<file path="config.mk">
export PLATFORM = sky130hd
export DESIGN_NAME = pc16_jump
export DESIGN_NICKNAME = d
export VERILOG_FILES = /design/src/rtl/pc16_pkg.sv /design/src/rtl/pc16_jump_ret_stack.sv /design/src/rtl/pc16_jump.sv
export SDC_FILE = /design/constraint.sdc
export NUM_CORES = 1
export LEC_CHECK = 0
export CAP_MARGIN = 10
export CORE_UTILIZATION = 53
export CTS_CLUSTER_DIAMETER = 40
export DETAILED_ROUTE_END_ITERATION = 10
export PLACE_DENSITY = 0.76
export SLEW_MARGIN = 20
export SYNTH_ARGS = -nofsm -noshare
export SYNTH_HDL_FRONTEND = slang
export SYNTH_SLANG_ARGS = --single-unit
</file>
<file path="constraint.sdc">
create_clock -name clk -period 3.2 [get_ports clk]
set_input_delay 0.64 -clock clk [delete_from_list [all_inputs] [get_ports clk]]
set_output_delay 0.64 -clock clk [all_outputs]
set_load 0.05 [all_outputs]
</file>
<file path="src/rtl/pc16_pkg.sv">
// Shared types and helpers for the pc16_jump program counter: FSM states,
// Hack jump-code constants and the jump-condition decode.
package pc16_pkg;

    typedef enum logic {
        RUN   = 1'b0,
        FAULT = 1'b1
    } state_t;

    localparam logic [2:0] JGT = 3'b001;
    localparam logic [2:0] JEQ = 3'b010;
    localparam logic [2:0] JGE = 3'b011;
    localparam logic [2:0] JLT = 3'b100;
    localparam logic [2:0] JNE = 3'b101;
    localparam logic [2:0] JLE = 3'b110;
    localparam logic [2:0] JMP = 3'b111;

    // j1 tests negative, j2 tests zero, j3 tests strictly positive.
    function automatic logic jump_cond(input logic [2:0] jmp, input logic zr, input logic ng);
        return (jmp[2] & ng) | (jmp[1] & zr) | (jmp[0] & ~ng & ~zr);
    endfunction

endpackage

</file>
<file path="src/rtl/pc16_jump_ret_stack.sv">
// ret_stack: parameterised LIFO holding return addresses for pc16_jump.
// Only the count is reset; entry contents are don't-care until written.
module ret_stack #(
    parameter  int DEPTH = 8,
    parameter  int WIDTH = 16,
    localparam int CW    = $clog2(DEPTH) + 1,
    localparam int AW    = $clog2(DEPTH)
) (
    input  logic             clk,
    input  logic             reset,
    input  logic             push,
    input  logic             pop,
    input  logic [WIDTH-1:0] din,
    output logic [WIDTH-1:0] dout,
    output logic [CW-1:0]    count,
    output logic             full,
    output logic             empty
);

    logic [WIDTH-1:0] mem_r [DEPTH];
    logic [CW-1:0]    count_r;
    logic [AW-1:0]    wr_idx_s;
    logic [AW-1:0]    rd_idx_s;

    // With DEPTH a power of two the low bits of count wrap to the right slot when full.
    assign wr_idx_s = count_r[AW-1:0];
    assign rd_idx_s = count_r[AW-1:0] - {{(AW-1){1'b0}}, 1'b1};

    assign dout  = mem_r[rd_idx_s];
    assign count = count_r;
    assign full  = (count_r == CW'(DEPTH));
    assign empty = (count_r == {CW{1'b0}});

    // Entry storage: written on push only.
    always_ff @(posedge clk) begin
        if (push && !full) begin
            mem_r[wr_idx_s] <= din;
        end
    end

    // Occupancy count; push wins if a caller ever asserts both.
    always_ff @(posedge clk or posedge reset) begin
        if (reset) begin
            count_r <= {CW{1'b0}};
        end else if (push && !full) begin
            count_r <= count_r + {{(CW-1){1'b0}}, 1'b1};
        end else if (pop && !empty) begin
            count_r <= count_r - {{(CW-1){1'b0}}, 1'b1};
        end else begin
            count_r <= count_r;
        end
    end

endmodule

</file>
<file path="src/rtl/pc16_jump.sv">
// pc16_jump: Hack-style program counter with jump decode, call/return stack
// and sticky fault. Optional macro PC16_JUMP_HALT_DETECT_EN adds a halted output.
module pc16_jump
    import pc16_pkg::*;
#(
    parameter int          DEPTH    = 8,
    parameter logic [15:0] RESET_PC = 16'h0000
) (
    input  logic        clk,
    input  logic        reset,
    input  logic        stall,
    input  logic        jmp_en,
    input  logic [2:0]  jmp,
    input  logic        zr,
    input  logic        ng,
    input  logic [15:0] target,
    input  logic        call,
    input  logic        ret,
    output logic [15:0] pc,
    output logic        taken,
    output logic        stack_empty,
    output logic        stack_full,
    output logic        fault
`ifdef PC16_JUMP_HALT_DETECT_EN
    ,
    output logic        halted
`endif
);

    localparam int CW = $clog2(DEPTH) + 1;

    state_t         state_r;
    logic           act_s;
    logic           push_s;
    logic           pop_s;
    logic           jump_s;
    logic           full_s;
    logic           empty_s;
    logic [15:0]    top_s;
    logic [CW-1:0]  count_s;

    assign act_s  = (state_r == RUN) & ~stall;
    assign push_s = act_s & call & ~ret & ~full_s;
    assign pop_s  = act_s & ret & ~call & ~empty_s;
    assign jump_s = jmp_en & jump_cond(jmp, zr, ng);

    assign stack_empty = (count_s == {CW{1'b0}});
    assign stack_full  = (count_s == CW'(DEPTH));

    ret_stack #(
        .DEPTH (DEPTH),
        .WIDTH (16)
    ) u_stack (
        .clk   (clk),
        .reset (reset),
        .push  (push_s),
        .pop   (pop_s),
        .din   (pc + 16'd1),
        .dout  (top_s),
        .count (count_s),
        .full  (full_s),
        .empty (empty_s)
    );

    // Next-PC selection and fault tracking; all block outputs are registered here.
    always_ff @(posedge clk or posedge reset) begin
        if (reset) begin
            state_r <= RUN;
            pc      <= RESET_PC;
            taken   <= 1'b0;
            fault   <= 1'b0;
`ifdef PC16_JUMP_HALT_DETECT_EN
            halted  <= 1'b0;
`endif
        end else begin
            case (state_r)
                RUN: begin
                    if (stall) begin
                        pc    <= pc;
                        taken <= taken;
                    end else if ((call && ret) || (ret && empty_s) || (call && !ret && full_s)) begin
                        state_r <= FAULT;
                        fault   <= 1'b1;
                        taken   <= 1'b0;
                    end else if (ret) begin
                        pc    <= top_s;
                        taken <= 1'b1;
                    end else if (call || jump_s) begin
                        pc    <= target;
                        taken <= 1'b1;
`ifdef PC16_JUMP_HALT_DETECT_EN
                        // "@END; 0;JMP" idiom: a taken jump back onto itself.
                        if (!call && (target == pc)) begin
                            halted <= 1'b1;
                        end else begin
                            halted <= halted;
                        end
`endif
                    end else begin
                        pc    <= pc + 16'd1;
                        taken <= 1'b0;
                    end
                end
                FAULT: begin
                    fault <= 1'b1;
                    taken <= 1'b0;
                end
                default: begin
                    state_r <= FAULT;
                    fault   <= 1'b1;
                    taken   <= 1'b0;
                end
            endcase
        end
    end

endmodule

</file>
# ---- Word-level counts from Yosys, hierarchy flattened
# Memories as Yosys holds them, arrays and structs flattened.
# Index checks and enable logic that the tools add are counted.
dict set report op_classes {
  addsub 4
  eq_ne 3
  muxes 17
  bitwise_logic 23
  reduce_logical 16
}
# cell count
set op_table {}
lappend op_table {{$mux W16} 2}
lappend op_table {{$add A16 B1 Y16 const B} 1}
lappend op_table {{$and A1 B1 Y1} 12}
lappend op_table {{$mux W1} 11}
lappend op_table {{$not A1 Y1} 9}
lappend op_table {{$mux W4} 2}
lappend op_table {{$logic_and A1 B1 Y1} 6}
lappend op_table {{$add A4 B1 Y4 const B} 1}
lappend op_table {{$eq A4 B4 Y1 const B} 1}
lappend op_table {{$logic_not A4 Y1} 1}
lappend op_table {{$pmux W1 S2} 2}
lappend op_table {{$sub A4 B1 Y4 const B} 1}
lappend op_table {{$logic_not A1 Y1} 3}
lappend op_table {{$logic_or A1 B1 Y1} 3}
lappend op_table {{$reduce_and A3 Y1} 1}
lappend op_table {{$sub A3 B1 Y3 const B} 1}
lappend op_table {{$ne A2 B1 Y1 const B} 1}
lappend op_table {{$ne A2 B2 Y1 const B} 1}
lappend op_table {{$or A1 B1 Y1} 2}
lappend op_table {{$reduce_and A2 Y1} 1}
lappend op_table {{$reduce_bool A2 Y1} 1}
dict set report word_totals {
  register_bits 23
  mem_bits_rw 128
  in_bits 27
  output_inout_bits 20
  elab_cells 69
  n_memories 1
}
# memory depth width rd rd_clocked_by_memory_dff write_ports line
set mem_list {}
lappend mem_list {u_stack.mem_r 8 16 1 0 1 pc16_jump_ret_stack.sv:20} ;# logic [WIDTH-1:0] mem_r [DEPTH];

# ---- Depth between registers and ports, before layout
dict set report logic_depth {
  ltp_word 11
  depth_mapped 13
  ltp_nobuf 10
}

# ---- Hierarchy
# A second synthesis with hierarchy kept.
dict set report unflattened {
  hier_cells 423
  area_unflattened_um2 6926.6
}
# mod n_inst cells_per_inst area_per_inst_um2 seq_area_each_um2
set modules_own_cells {}
lappend modules_own_cells {ret_stack 1 233 5251.3 3943.8}
lappend modules_own_cells {pc16_jump 1 190 1675.4 475.5}

# ---- Worst setup path after synthesis
# Ideal clock, no wire load.
dict set report synth_timing {
  kind {flip-flop to flip-flop}
  from {register u_stack.count_r[0] (netlist: u_stack.count[0])}
  to {memory u_stack.mem_r[1][0], enable pin}
  setup_ps 409
  arrival_time_ps 3439
  setup_slack_ps -649
  path_stages_with_launch 11
  n_path_buf 3
  period_less_slack_ps 3849
  cell_sequence {dfrtp_1 > buf_6 > buf_2 > inv_1 > ha_1 > and3b_1 > clkbuf_1 > or3_1 > inv_2 > nand2_1 > nor3_1}
}
dict set report synth_via {
  elab_chain_cells 6
}
# element line
set synth_lines {}
lappend synth_lines {{start: declaration} pc16_jump_ret_stack.sv:21} ;# logic [CW-1:0] count_r;
lappend synth_lines {{start signal: assignment} pc16_jump_ret_stack.sv:44} ;# count_r <= {CW{1'b0}};
lappend synth_lines {{start signal: assignment} pc16_jump_ret_stack.sv:46} ;# count_r <= count_r + {{(CW-1){1'b0}}, 1'b1};
lappend synth_lines {{start signal: assignment} pc16_jump_ret_stack.sv:48} ;# count_r <= count_r - {{(CW-1){1'b0}}, 1'b1};
lappend synth_lines {{$eq A4 B4 Y1 *} n/a}
lappend synth_lines {{net stack_full} pc16_jump.sv:22} ;# output logic stack_full,
lappend synth_lines {{$not A1 Y1} pc16_jump.sv:43} ;# assign push_s = act_s & call & ~ret & ~full_s;
lappend synth_lines {{$and A1 B1 Y1} pc16_jump.sv:43}
lappend synth_lines {{$logic_and A1 B1 Y1 *} pc16_jump_ret_stack.sv:36} ;# if (push && !full) begin
lappend synth_lines {{$mux W1 *} pc16_jump_ret_stack.sv:36}
lappend synth_lines {{$mux W1 (implied by the code) *} pc16_jump_ret_stack.sv:37} ;# mem_r[wr_idx_s] <= din;
lappend synth_lines {{end: declaration} pc16_jump_ret_stack.sv:20}
# Mark *: on every way through the listed nets, which the timed path passes. The rest lies on a longest branch.

# ---- Final worst setup path
dict set report layout_timing {
  from {register u_stack.count_r[0] (netlist: u_stack.count[0])}
  to {output stack_empty}
}
dict set report layout_via {
  elab_chain_cells 1
}
# element line
set layout_lines {}
lappend layout_lines {{$logic_not A4 Y1} pc16_jump.sv:47} ;# assign stack_empty = (count_s == {CW{1'b0}});
lappend layout_lines {{end: declaration} pc16_jump.sv:21} ;# output logic stack_empty,
# Every way passes these cells.

==> Implementation_results.wiki <==
{| class="wikitable"
! Metric !! Value
|-
| Count of hold-fix buffers inserted at cts || 0
|-
| Worst max-slew margin expressed relative to the limit || between 40% and 50%
|-
| Syn nets || between 400 and 500
|-
| Post-route setup slack || between 200 and 300 ps
|-
| Worst slack, placed || approximately 76 ps
|-
| Via count of the first global-routing pass || 4068
|-
| Setup repair after global routing missed its margin || no
|-
| Detail Route Antenna Nets || 0
|-
| Critical path capture point type || output port
|-
| Area occupied by registers || 0.004420 sq mm
|-
| CTS H-tree depth || 4
|-
| Top cell type by total area after synthesis || sky130_fd_sc_hd__edfxtp_1
|-
| Count of vias placed by the detailed router || ~3900
|-
| Filler Cell Count || approximately 820
|-
| Die outline area || about 0.013 sq mm
|-
| Net switching power || around 2.4 mW
|-
| Detailed Routing Iterations Pass 1 || 5
|-
| Top cell type's share of synthesized area || between 50% and 60%
|-
| Hold Slack || between 400 and 500 ps
|-
| Synthesis-to-finish area growth || 22.65%
|-
| Tcrit/Tclk final || approximately nine tenths
|-
| Count of different cell masters after synthesis || 52
|-
| Sequential fraction of design power || a little over a third
|-
| Remaining Overflow, GRT || 0
|-
| Largest net degree at the start of global routing || 37
|-
| Cts repair resizes || 0
|-
| Cell-internal power || between 5 and 6 mW
|-
| Horizontal die dimension || approximately 110 um
|-
| Maximum buffer depth of the clock tree || 2
|-
| First-pass GRT wire length || 22740 um
|-
| Cells after synthesis || around 380
|-
| Netlist Area Pre-Place || about 0.0066 sq mm
|-
| Layout Cells excl Fill || 636
|-
| Post-layout net count || between 400 and 500
|-
| Antenna fix cells || 0
|-
| Count of pins on the block boundary || 47
|-
| Final number of setup-violating endpoints || 0
|-
| Clock root buffer || sky130_fd_sc_hd__clkbuf_16
|-
| Area used by multi-input combinational logic || ~0.0020 sq mm
|-
| Largest fanout of any net on the critical path || 4
|-
| Crit path kind || reg -> out
|-
| Element type at the critical path start || register
|-
| Part of the Yosys area used for sequential elements || 67.35%
|-
| Sw Ratio || about a third
|-
| Number of hold violations in the final report || 0
|-
| Number of flops mapped to enable cells by yosys || roughly 130
|-
| Number of port buffers || 46
|-
| Number of DRC markers after the initial detailed-route iteration || about 380
|-
| Required arrival time at the worst endpoint || ~2600 ps
|-
| Ranking of synthesized cells by area || sky130_fd_sc_hd__edfxtp_1 (59%), sky130_fd_sc_hd__mux4_2 (11%), sky130_fd_sc_hd__dfrtp_1 (8.8%), sky130_fd_sc_hd__mux2i_1 (4.0%), sky130_fd_sc_hd__xnor2_1 (1.5%)
|-
| Worst-path clk slew || roughly 60 ps
|-
| Final core utilization || 66.72%
|-
| Leakage power total || between 2 and 3 nW
|-
| CTS sink cnt || 151
|-
| Number of max-cap violations || 0
|-
| Share of post-route cells with drive strength above 1 || between 20 and 25%
|-
| Die Y-Extent || 113.3 um
|-
| Tot GR Track Use || around 25%
|-
| Mean number of vias per cell || between 6 and 7
|-
| Number of CTS-inserted buffers || 17
|-
| Effective utilization at floorplan || 54.40%
|-
| Skew-Pair Late Insertion Delay || about 420 ps
|-
| Remaining routing DRC violations || 0
|-
| IR drop worst, VDD || 0.5238 mV
|-
| Part of the power in combinational logic || between 30% and 40%
|-
| Drt wl/cell || ~23 um
|-
| Data arrival, critical path || around 2300 ps
|-
| Run status || finished, final reports clean
|-
| Total length of routed wires || between 10000 and 15000 um
|-
| Core area || roughly 0.012 sq mm
|-
| Placement Rows || 40
|-
| Register-to-Register Setup Slack || roughly 550 ps
|-
| Antenna violations before repair || 0
|-
| Clock tree from TritonCTS || yes
|-
| Fmax || 343.2 MHz
|-
| Slew at the pin closest to its max-slew limit || 771.8 ps
|-
| Most common cell in the synthesized netlist || sky130_fd_sc_hd__edfxtp_1
|-
| Number of warnings printed during yosys synthesis || 0
|-
| Final Skew || 7.194 ps
|-
| Max-slew violation count || 0
|-
| Hold crit path type || reg -> reg
|-
| Average cell area after synthesis || roughly 17 sq um
|-
| Synthesis-stage register bit count || 151
|-
| Number of buffers added for setup after CTS || 0
|-
| Pwr dens || 942.4 mW/mm^2
|-
| Final weighted congestion in routability-driven placement || around 0.8
|-
| Most used flip-flop cell after synthesis || sky130_fd_sc_hd__edfxtp_1
|-
| Clock power share || between 30% and 40%
|-
| Async SR Flop Fraction || ~15%
|-
| Crit path time final || 2914 ps
|-
| Number of instances in the placed design || ~600
|-
| Most frequent cells after synthesis || sky130_fd_sc_hd__edfxtp_1 (128), sky130_fd_sc_hd__mux4_2 (32), sky130_fd_sc_hd__mux2i_1 (26), sky130_fd_sc_hd__dfrtp_1 (23), sky130_fd_sc_hd__nor2_1 (18)
|-
| HPWL after detailed placement || 9032 um
|}
==> logic make-up (layout without fill, tap and decap cells) <==
group,Yosys count,after routing,synth area share (%)
AOI/OAI and AO/OA,47,47,5.778
buffers and inverters,32,117,2.364
xor gates and xnor gates,17,17,2.384
adders and majority gates,5,5,1.068
and+or+nand+nor,70,70,5.530
DFF,151,151,67.35
muxes,61,61,15.52
==> through the flow <==
| stage | instance area, sq um | power, mW | TNS [ps] |
|---|---|---|---|
| 2_1_floorplan | 6573 | 4.604 | -11170 |
| 5_1_grt | 8048 | 7.866 | 0 |
| 4_1_cts | 8048 | 7.623 | 0 |
| 3_3_place_gp | 7365 | 5.259 | 0 |
| 6_report | 8048 | 7.584 | 0 |
| 3_5_place_dp | 7365 | 5.303 | 0 |
==> path summary, 6_finish.rpt <==
path	to	startpoint	depth (start not counted)
setup / recovery	stack_empty	u_stack.count[0]$_DFFE_PP0P_	5
hold / removal	fault$_DFFE_PP0P_	fault$_DFFE_PP0P_	1
setup reg to reg	pc[14]$_DFFE_PP0P_	pc[1]$_DFFE_PP0P_	6
hold reg to reg	fault$_DFFE_PP0P_	fault$_DFFE_PP0P_	1
max in group asynchronous	pc[1]$_DFFE_PP0P_	reset	3
min in group asynchronous	pc[11]$_DFFE_PP0P_	reset	2
==> area by class of cell <==
| class | count | share of cell area [%] |
|---|---|---|
| Inverter | 11 | 0.5131 |
| Tap cell | 168 | 2.612 |
| Sequential cell | 151 | 54.93 |
| Clock buffer | 18 | 5.333 |
| Multi-Input combinational cell | 200 | 24.81 |
| Timing Repair Buffer | 74 | 8.644 |
| Clock inverter | 14 | 3.156 |
==> per-layer routing <==
metal | wire [um] | vias to the layer above | global-route usage (%)
met5 | 0 | - | 0
met4 | 435 | 0 | 12.28
met3 | 1124 | 38 | 5.142
met2 | 7365 | 197 | 40.61
met1 | 5984 | 1961 | 33.03
li1 | - | 1675 | -
==> critical path, cell delays in order (launching register included) <==
cell and delay (ps):
sky130_fd_sc_hd__dfrtp_2 400, sky130_fd_sc_hd__inv_1 90, sky130_fd_sc_hd__ha_1 250, sky130_fd_sc_hd__nand2b_1 140, sky130_fd_sc_hd__nor2_1 150, sky130_fd_sc_hd__clkdlybuf4s50_1 830
==> power groups by stage <==
stage	sequential (mW)	combinational, mW	clock, mW
5_1_grt	2.68	2.79	2.39
6_report	2.66	2.62	2.30
3_5_place_dp	2.70	2.61	0
2_1_floorplan	2.91	1.69	0
4_1_cts	2.66	2.64	2.32
3_3_place_gp	2.69	2.57	0
==> state kept, by name, summed over array words and instances (netlist names) <==
register / cells
fault: 1
pc: 16
state_r: 1
taken: 1
u_stack.count: 4
u_stack.mem_r: 128
==> cells in the final DEF (no fill, tap or decap), types with 2 or more instances in the layout <==
cell type / instances
sky130_fd_sc_hd__a21oi_1: 3
sky130_fd_sc_hd__o211ai_1: 3
sky130_fd_sc_hd__a21o_1: 2
sky130_fd_sc_hd__nand2_1: 15
sky130_fd_sc_hd__nor3_2: 3
sky130_fd_sc_hd__and3_1: 2
sky130_fd_sc_hd__a2bb2oi_1: 7
sky130_fd_sc_hd__clkinv_4: 2
sky130_fd_sc_hd__nor2b_1: 2
sky130_fd_sc_hd__mux4_2: 32
sky130_fd_sc_hd__nand2b_1: 3
sky130_fd_sc_hd__o21ai_0: 4
sky130_fd_sc_hd__or2_2: 2
sky130_fd_sc_hd__o21ai_1: 6
sky130_fd_sc_hd__o221ai_1: 6
sky130_fd_sc_hd__buf_12: 2
sky130_fd_sc_hd__a31oi_1: 2
sky130_fd_sc_hd__dfrtp_1: 22
sky130_fd_sc_hd__o31ai_1: 3
sky130_fd_sc_hd__inv_1: 10
sky130_fd_sc_hd__mux2i_1: 26
sky130_fd_sc_hd__a221oi_1: 2
sky130_fd_sc_hd__bufinv_16: 7
sky130_fd_sc_hd__mux2_2: 2
sky130_fd_sc_hd__or3_1: 2
sky130_fd_sc_hd__and4_1: 2
sky130_fd_sc_hd__nand3_1: 8
sky130_fd_sc_hd__clkdlybuf4s50_1: 46
sky130_fd_sc_hd__nand4_1: 5
sky130_fd_sc_hd__clkbuf_16: 17
sky130_fd_sc_hd__clkinv_2: 3
sky130_fd_sc_hd__edfxtp_1: 128
sky130_fd_sc_hd__buf_4: 26
sky130_fd_sc_hd__nor4_1: 2
sky130_fd_sc_hd__xor2_1: 5
sky130_fd_sc_hd__a211oi_1: 2
sky130_fd_sc_hd__xnor2_1: 11
sky130_fd_sc_hd__a211o_1: 2
sky130_fd_sc_hd__ha_1: 4
sky130_fd_sc_hd__nor2_1: 18
Power figures use the tool's default switching activity.
